<file path="config.mk">
export PLATFORM = sky130hd
export DESIGN_NAME = clk_sel_ctrl_flat
export DESIGN_NICKNAME = d
export VERILOG_FILES = /design/src/rtl/clk_sel_ctrl_if.sv /design/src/rtl/clk_sel_ctrl.sv /design/src/flat_wrapper.sv
export SDC_FILE = /design/constraint.sdc
export NUM_CORES = 1
export LEC_CHECK = 0
export BUFFER_PORTS_ARGS = -buffer_cell sky130_fd_sc_hd__buf_2
export CAP_MARGIN = 5
export CORE_MARGIN = 2
export CORE_UTILIZATION = 55
export DETAILED_ROUTE_END_ITERATION = 12
export PLACE_DENSITY = 0.85
export SKIP_LAST_GASP = 1
export SLEW_MARGIN = 20
export SYNTH_ARGS = -nofsm -noshare
export SYNTH_HDL_FRONTEND = slang
export SYNTH_SLANG_ARGS = --single-unit
</file>
<file path="constraint.sdc">
create_clock -name sys_clk -period 2.7 [get_ports sys_clk]
set_input_delay 0 -clock sys_clk [delete_from_list [all_inputs] [get_ports sys_clk]]
set_output_delay 0 -clock sys_clk [all_outputs]
set_load 0.005 [all_outputs]
</file>
<file path="src/rtl/clk_sel_ctrl_if.sv">
// clk_sel_ctrl_if: rate-change request/response bundle for clk_sel_ctrl
// master: requester, drives req, req_option (and lock)
// slave : clk_sel_ctrl, drives ack, busy, active_option, tick (and nack)
// lock/nack exist only when CLK_SEL_LOCK_EN is defined
interface clk_sel_ctrl_if;
   logic       req;
   logic [1:0] req_option;
   logic       ack;
   logic       busy;
   logic [1:0] active_option;
   logic       tick;
`ifdef CLK_SEL_LOCK_EN
   logic       lock;
   logic       nack;
   modport master (output req, req_option, lock, input ack, busy, active_option, tick, nack);
   modport slave  (input req, req_option, lock, output ack, busy, active_option, tick, nack);
`else
   modport master (output req, req_option, input ack, busy, active_option, tick);
   modport slave  (input req, req_option, output ack, busy, active_option, tick);
`endif
endinterface

</file>
<file path="src/rtl/clk_sel_ctrl.sv">
// clk_sel_ctrl: selects one of four divide ratios and emits a tick at that rate, switching only on a terminal count
// sys_clk : single rising-edge clock
// rst_n   : synchronous active-low reset
// bus     : clk_sel_ctrl_if.slave (req/req_option in; ack/busy/active_option/tick out)
// Optional CLK_SEL_LOCK_EN adds lock (rejects new requests) and nack
module clk_sel_ctrl #(
   parameter int DIV0  = 2,
   parameter int DIV1  = 4,
   parameter int DIV2  = 8,
   parameter int DIV3  = 16,
   parameter int CNT_W = 16
) (
   input logic           sys_clk,
   input logic           rst_n,
   clk_sel_ctrl_if.slave bus
);
   typedef enum logic [1:0] {IDLE, PEND, DONE} state_t;
   // divisors of 0 or 1 both mean "tick every cycle"
   localparam logic [CNT_W-1:0] D0 = CNT_W'((DIV0 < 2) ? 1 : DIV0);
   localparam logic [CNT_W-1:0] D1 = CNT_W'((DIV1 < 2) ? 1 : DIV1);
   localparam logic [CNT_W-1:0] D2 = CNT_W'((DIV2 < 2) ? 1 : DIV2);
   localparam logic [CNT_W-1:0] D3 = CNT_W'((DIV3 < 2) ? 1 : DIV3);
   state_t           r_state, w_nxt;
   logic [CNT_W-1:0] r_cnt, w_diva;
   logic [1:0]       r_pending, r_active;
   logic             r_tick, r_ack, r_busy, w_term, w_accept;
`ifdef CLK_SEL_LOCK_EN
   logic             r_nack;
   assign w_accept = (r_state == IDLE) && bus.req && !bus.lock;
   assign bus.nack = r_nack;
`else
   assign w_accept = (r_state == IDLE) && bus.req;
`endif
   always_comb begin
      w_diva = (r_active == 2'd0) ? D0 : (r_active == 2'd1) ? D1 : (r_active == 2'd2) ? D2 : D3;
      w_term = (r_cnt == w_diva - CNT_W'(1));
      // PEND is entered after the acceptance edge, so a terminal count coinciding with acceptance is never used
      w_nxt  = w_accept ? PEND : (r_state == PEND && w_term) ? DONE : (r_state == DONE) ? IDLE : r_state;
   end
   always_ff @(posedge sys_clk) begin
      if (!rst_n) begin
         r_state   <= IDLE;
         r_cnt     <= '0;
         r_active  <= 2'd0;
         r_pending <= 2'd0;
         r_tick    <= 1'b0;
         r_ack     <= 1'b0;
         r_busy    <= 1'b0;
`ifdef CLK_SEL_LOCK_EN
         r_nack    <= 1'b0;
`endif
      end else begin
         r_state <= w_nxt;
         r_busy  <= (w_nxt == PEND);
         r_ack   <= (w_nxt == DONE);
         r_tick  <= w_term;
         // the switch lands on a wrap, so the counter restarts at 0 under the new divisor either way
         r_cnt   <= w_term ? '0 : r_cnt + CNT_W'(1);
         if (w_accept) r_pending <= bus.req_option;
         if (r_state == PEND && w_term) r_active <= r_pending;
`ifdef CLK_SEL_LOCK_EN
         r_nack  <= (r_state == IDLE) && bus.req && bus.lock;
`endif
      end
   end
   assign bus.tick          = r_tick;
   assign bus.ack           = r_ack;
   assign bus.busy          = r_busy;
   assign bus.active_option = r_active;
endmodule

</file>
<file path="src/flat_wrapper.sv">
// flat-port wrapper written by rule: the top's interface ports become plain ports
module clk_sel_ctrl_flat 
#(
   parameter int DIV0  = 2,
   parameter int DIV1  = 4,
   parameter int DIV2  = 8,
   parameter int DIV3  = 16,
   parameter int CNT_W = 16
)
  (sys_clk, rst_n, bus_req, bus_req_option, bus_ack, bus_busy, bus_active_option, bus_tick);
  clk_sel_ctrl_if bus_i ();
  input logic sys_clk;
  input logic rst_n;
  input wire logic [$bits(bus_i.req)-1:0] bus_req;
  input wire logic [$bits(bus_i.req_option)-1:0] bus_req_option;
  output wire logic [$bits(bus_i.ack)-1:0] bus_ack;
  output wire logic [$bits(bus_i.busy)-1:0] bus_busy;
  output wire logic [$bits(bus_i.active_option)-1:0] bus_active_option;
  output wire logic [$bits(bus_i.tick)-1:0] bus_tick;
  assign bus_i.req = bus_req;
  assign bus_i.req_option = bus_req_option;
  assign bus_ack = bus_i.ack;
  assign bus_busy = bus_i.busy;
  assign bus_active_option = bus_i.active_option;
  assign bus_tick = bus_i.tick;
  clk_sel_ctrl #(.DIV0(DIV0), .DIV1(DIV1), .DIV2(DIV2), .DIV3(DIV3), .CNT_W(CNT_W)) u_core (.sys_clk(sys_clk), .rst_n(rst_n), .bus(bus_i));
endmodule
</file>
==> impl_metrics.csv <==
group,metric,value,unit
layout,n_antenna_cell,0,
global_routing,grt_use_met3,0.0552,
detailed_routing,drt_iter0_drc,34,
clock_network,clock-sinks,25,
synthesis,ys_seq_area_frac,0.442,
clock_network,cts_tree,"built",
layout,syn2layout_area_growth,11.1,%
floorplan,pin_count,10,
run_status,status,"completed",
placed_design,place_inst,153,
sta,worstMarginPinSlew,0.507,ns
layout,post-route-util,0.648,
synthesis,synth_flop_cell,"dfxtp_1",
detailed_routing,wire_per_inst,13.2,um
floorplan,start_util,0.583,
worst_setup_path,crit_buf_inv,1,
sta,period_share,0.694,
clock_network,clk_pin_slew,0.12,ns
placed_design,io_buffers,9,
sta,setup_violations,0,
synthesis,synthesis.nets,128,
worst_setup_path,critPathKind,"reg2reg",
detailed_routing,drt-pass1-iter-count,4,
placed_design,routabilityCongestion,0.788,
synthesis,synth_largest_area_cell,"dfxtp_1",
placed_design,hpwl,1490,um
worst_setup_path,r2r_slack,0.83,ns
min_path,min_path_type,"in2reg",
synthesis,synth.distinct_cells,31,
synthesis,ys_warn_count,0,
worst_setup_path,timing.rr.start,"u_core.bus.active_option[0]",
sta,hold_viol,0,
floorplan,die_y,49.4,um
clock_network,clk_path_buf_depth,2,
clock_network,insertion_delay,0.31,ns
layout,final_cell_count_no_fill,161,
worst_setup_path,required,2.90,ns
clock_network,cts_buffers,3,
sta,clock.fmax,0.533,GHz
power_and_ir_drop,total_power,0.613,mW
clock_network,h-tree-depth,1,
placed_design,pre_cts_slack,0.852,ns
sta,tns,0,ns
detailed_routing,vias_per_cell,5.75,
sta,setup_slack,0.826,ns
floorplan,die_area,2440,sq um
worst_setup_path,crit_path_start,"u_core.bus.active_option[0]",
worst_setup_path,crit_slowest_cell,"or4_1",
floorplan,die_w,49.4,um
clock_network,cts_resized,0,
global_routing,met1_usage,0.271,
global_routing,grt_pass1_vias,853,
global_routing,grt_pass1_wl,3800,um
min_path,hp-start,"bus_req_option[0]",
job,maxCapViolations,0,
power_and_ir_drop,ir_drop,0.000464,V
global_routing,overflow,0,
global_routing,track_usage,0.204,
worst_setup_path,startpoint_type,"flip-flop",
global_routing,busiest_layer,"met2",
detailed_routing,vias,925,
synthesis,synthCells,122,
sta,slew_headroom,0.660,
detailed_routing,ant_nets,0,
sta,fin_worst_skew,0.00313,ns
detailed_routing,wl,2130,um
sta,slew_viol_final,0,
clock_network,root_buffer,"clkbuf_4",
synthesis,synth_area,1130,sq um
sta,period_needed,1.87,ns
detailed_routing,post-route-drc-count,0,
power_and_ir_drop,total_leakage_power,0.455,nW
synthesis,synth_enable_flop_cells,0,
power_and_ir_drop,power_density,488,nW/um^2
floorplan,core_area,1940,sq um
synthesis,ys_seq_elements,25,
global_routing,antenna_found_initial,0,
synthesis,avgSynthCellArea,9.28,sq um
worst_setup_path,crit_family,"simple AND/OR/NAND/NOR gates",
layout,layout-drive-gt1-share,0.134,
worst_setup_path,critPathMaxStageDelay,0.52,ns
global_routing,met2_usage,0.315,
worst_setup_path,arrival,2.07,ns
sta,rsz0062_at_grt,"false",
layout,num-nets-final,141,
global_routing,grt_max_degree,20,
worst_setup_path,worstPathMaxFanout,9,
synthesis,synth_area_leaders,"dfxtp_1 44%, nor3_1 7.5%, xor2_1 5.4%",
synthesis,synth_top_area_frac,0.442,
worst_setup_path,end_kind,"flip-flop",
floorplan,rows,16,
synthesis,synthArstFlopShare,0,
worst_setup_path,path_cells,"or4_1 > a21o_1 > a21oi_2 > buf_4 > nor3_1",
## tightest hold or removal path, delay by kind of cell
family | cells | cell delay [ns]
mux | 1 | 0.06
simple gates | 1 | 0.09
buf+inv | 2 | 0.62
## sequential cells by signal, indices dropped and copies added, names as in the netlist
| name | flops |
|---|---|
| u_core.r_pending | 2 |
| u_core.r_state | 2 |
| u_core.bus.active_option | 2 |
| u_core.r_cnt | 16 |
| u_core.bus.busy | 1 |
| u_core.bus.ack | 1 |
| u_core.bus.tick | 1 |
## routing by layer
metal  vias up  wire [um]
li1        462          -
met3         5        107
met5         -          0
met1       431        997
met2        27        989
met4         0         36
## per-stage QoR
step | hold slack, ns | cell area (sq um)
final | 0.479 | 1260
after global routing | 0.506 | 1260
after CTS | 0.467 | 1260
after detailed placement | 0.260 | 1190
after global placement | 0.244 | 1190
after floorplan | 0.147 | 1130
## repair_timing
| item | in CTS | in global routing |
|---|---|---|
| setup buffers | 0 | 0 |
| endpoints found under the hold margin | 8 | 0 |
| hold buffers | 4 | 0 |
## where the power goes
part	internal [mW]	switching [mW]	total, mW
clock network	0.0578	0.102	0.160
logic	0.0272	0.0354	0.0626
registers	0.380	0.0110	0.391
## synth_stat cells (2+ instances only)
cell,instances
and3_1,4
nor3_1,17
xnor2_1,6
nor4b_1,2
mux2i_1,4
nor4_1,2
inv_1,3
nand3_1,5
a21o_1,2
nand4_1,4
nand2_1,8
a21oi_1,2
dfxtp_1,25
clkbuf_1,4
nor2_1,8
xor2_1,7
or3_1,2
and4_1,3
o21ai_0,2
## cells by family after synthesis
family / after synthesis / synth area share
and+or+nand+nor: 58 / 0.281
DFF: 25 / 0.442
xor gates and xnor gates: 13 / 0.101
AOI/OAI and AO/OA: 11 / 0.0928
buffers and inverters: 10 / 0.0376
muxes: 4 / 0.0354
adders and majority gates: 1 / 0.0110
## area by class of cell
class                           instances  area (sq um)
Clock buffer                            4          26.3
Fill cell                             176           684
Inverter                                4          15.0
Multi-Input combinational cell         87           589
Sequential cell                        25           500
Tap cell                               27          33.8
Timing Repair Buffer                   14          92.6
## worst paths after layout
kind,cells past startpoint,endpoint
hold reg to reg,2,u_core.bus.active_option[0]
setup / recovery,5,u_core.r_cnt[9]
setup reg to reg,5,u_core.r_cnt[9]
hold / removal,4,u_core.r_pending[0]
## layout by cell type, fill, tap and decap left out, types with 2 or more instances in the layout
master,synthesis,layout
xnor2_1,6,6
xor2_1,7,7
nand4_1,4,4
nor4_1,2,2
clkbuf_4,0,3
dfxtp_1,25,25
and3_1,4,4
o21ai_0,2,2
nor3_1,17,17
or3_1,2,2
dlygate4sd3_1,0,4
nor4b_1,2,2
a21o_1,2,2
a21oi_1,2,2
mux2i_1,4,4
nand3_1,5,5
buf_2,1,9
and4_1,3,3
inv_1,3,3
nor2_1,8,8
nand2_1,8,8
Power figures use the tool's default switching activity.
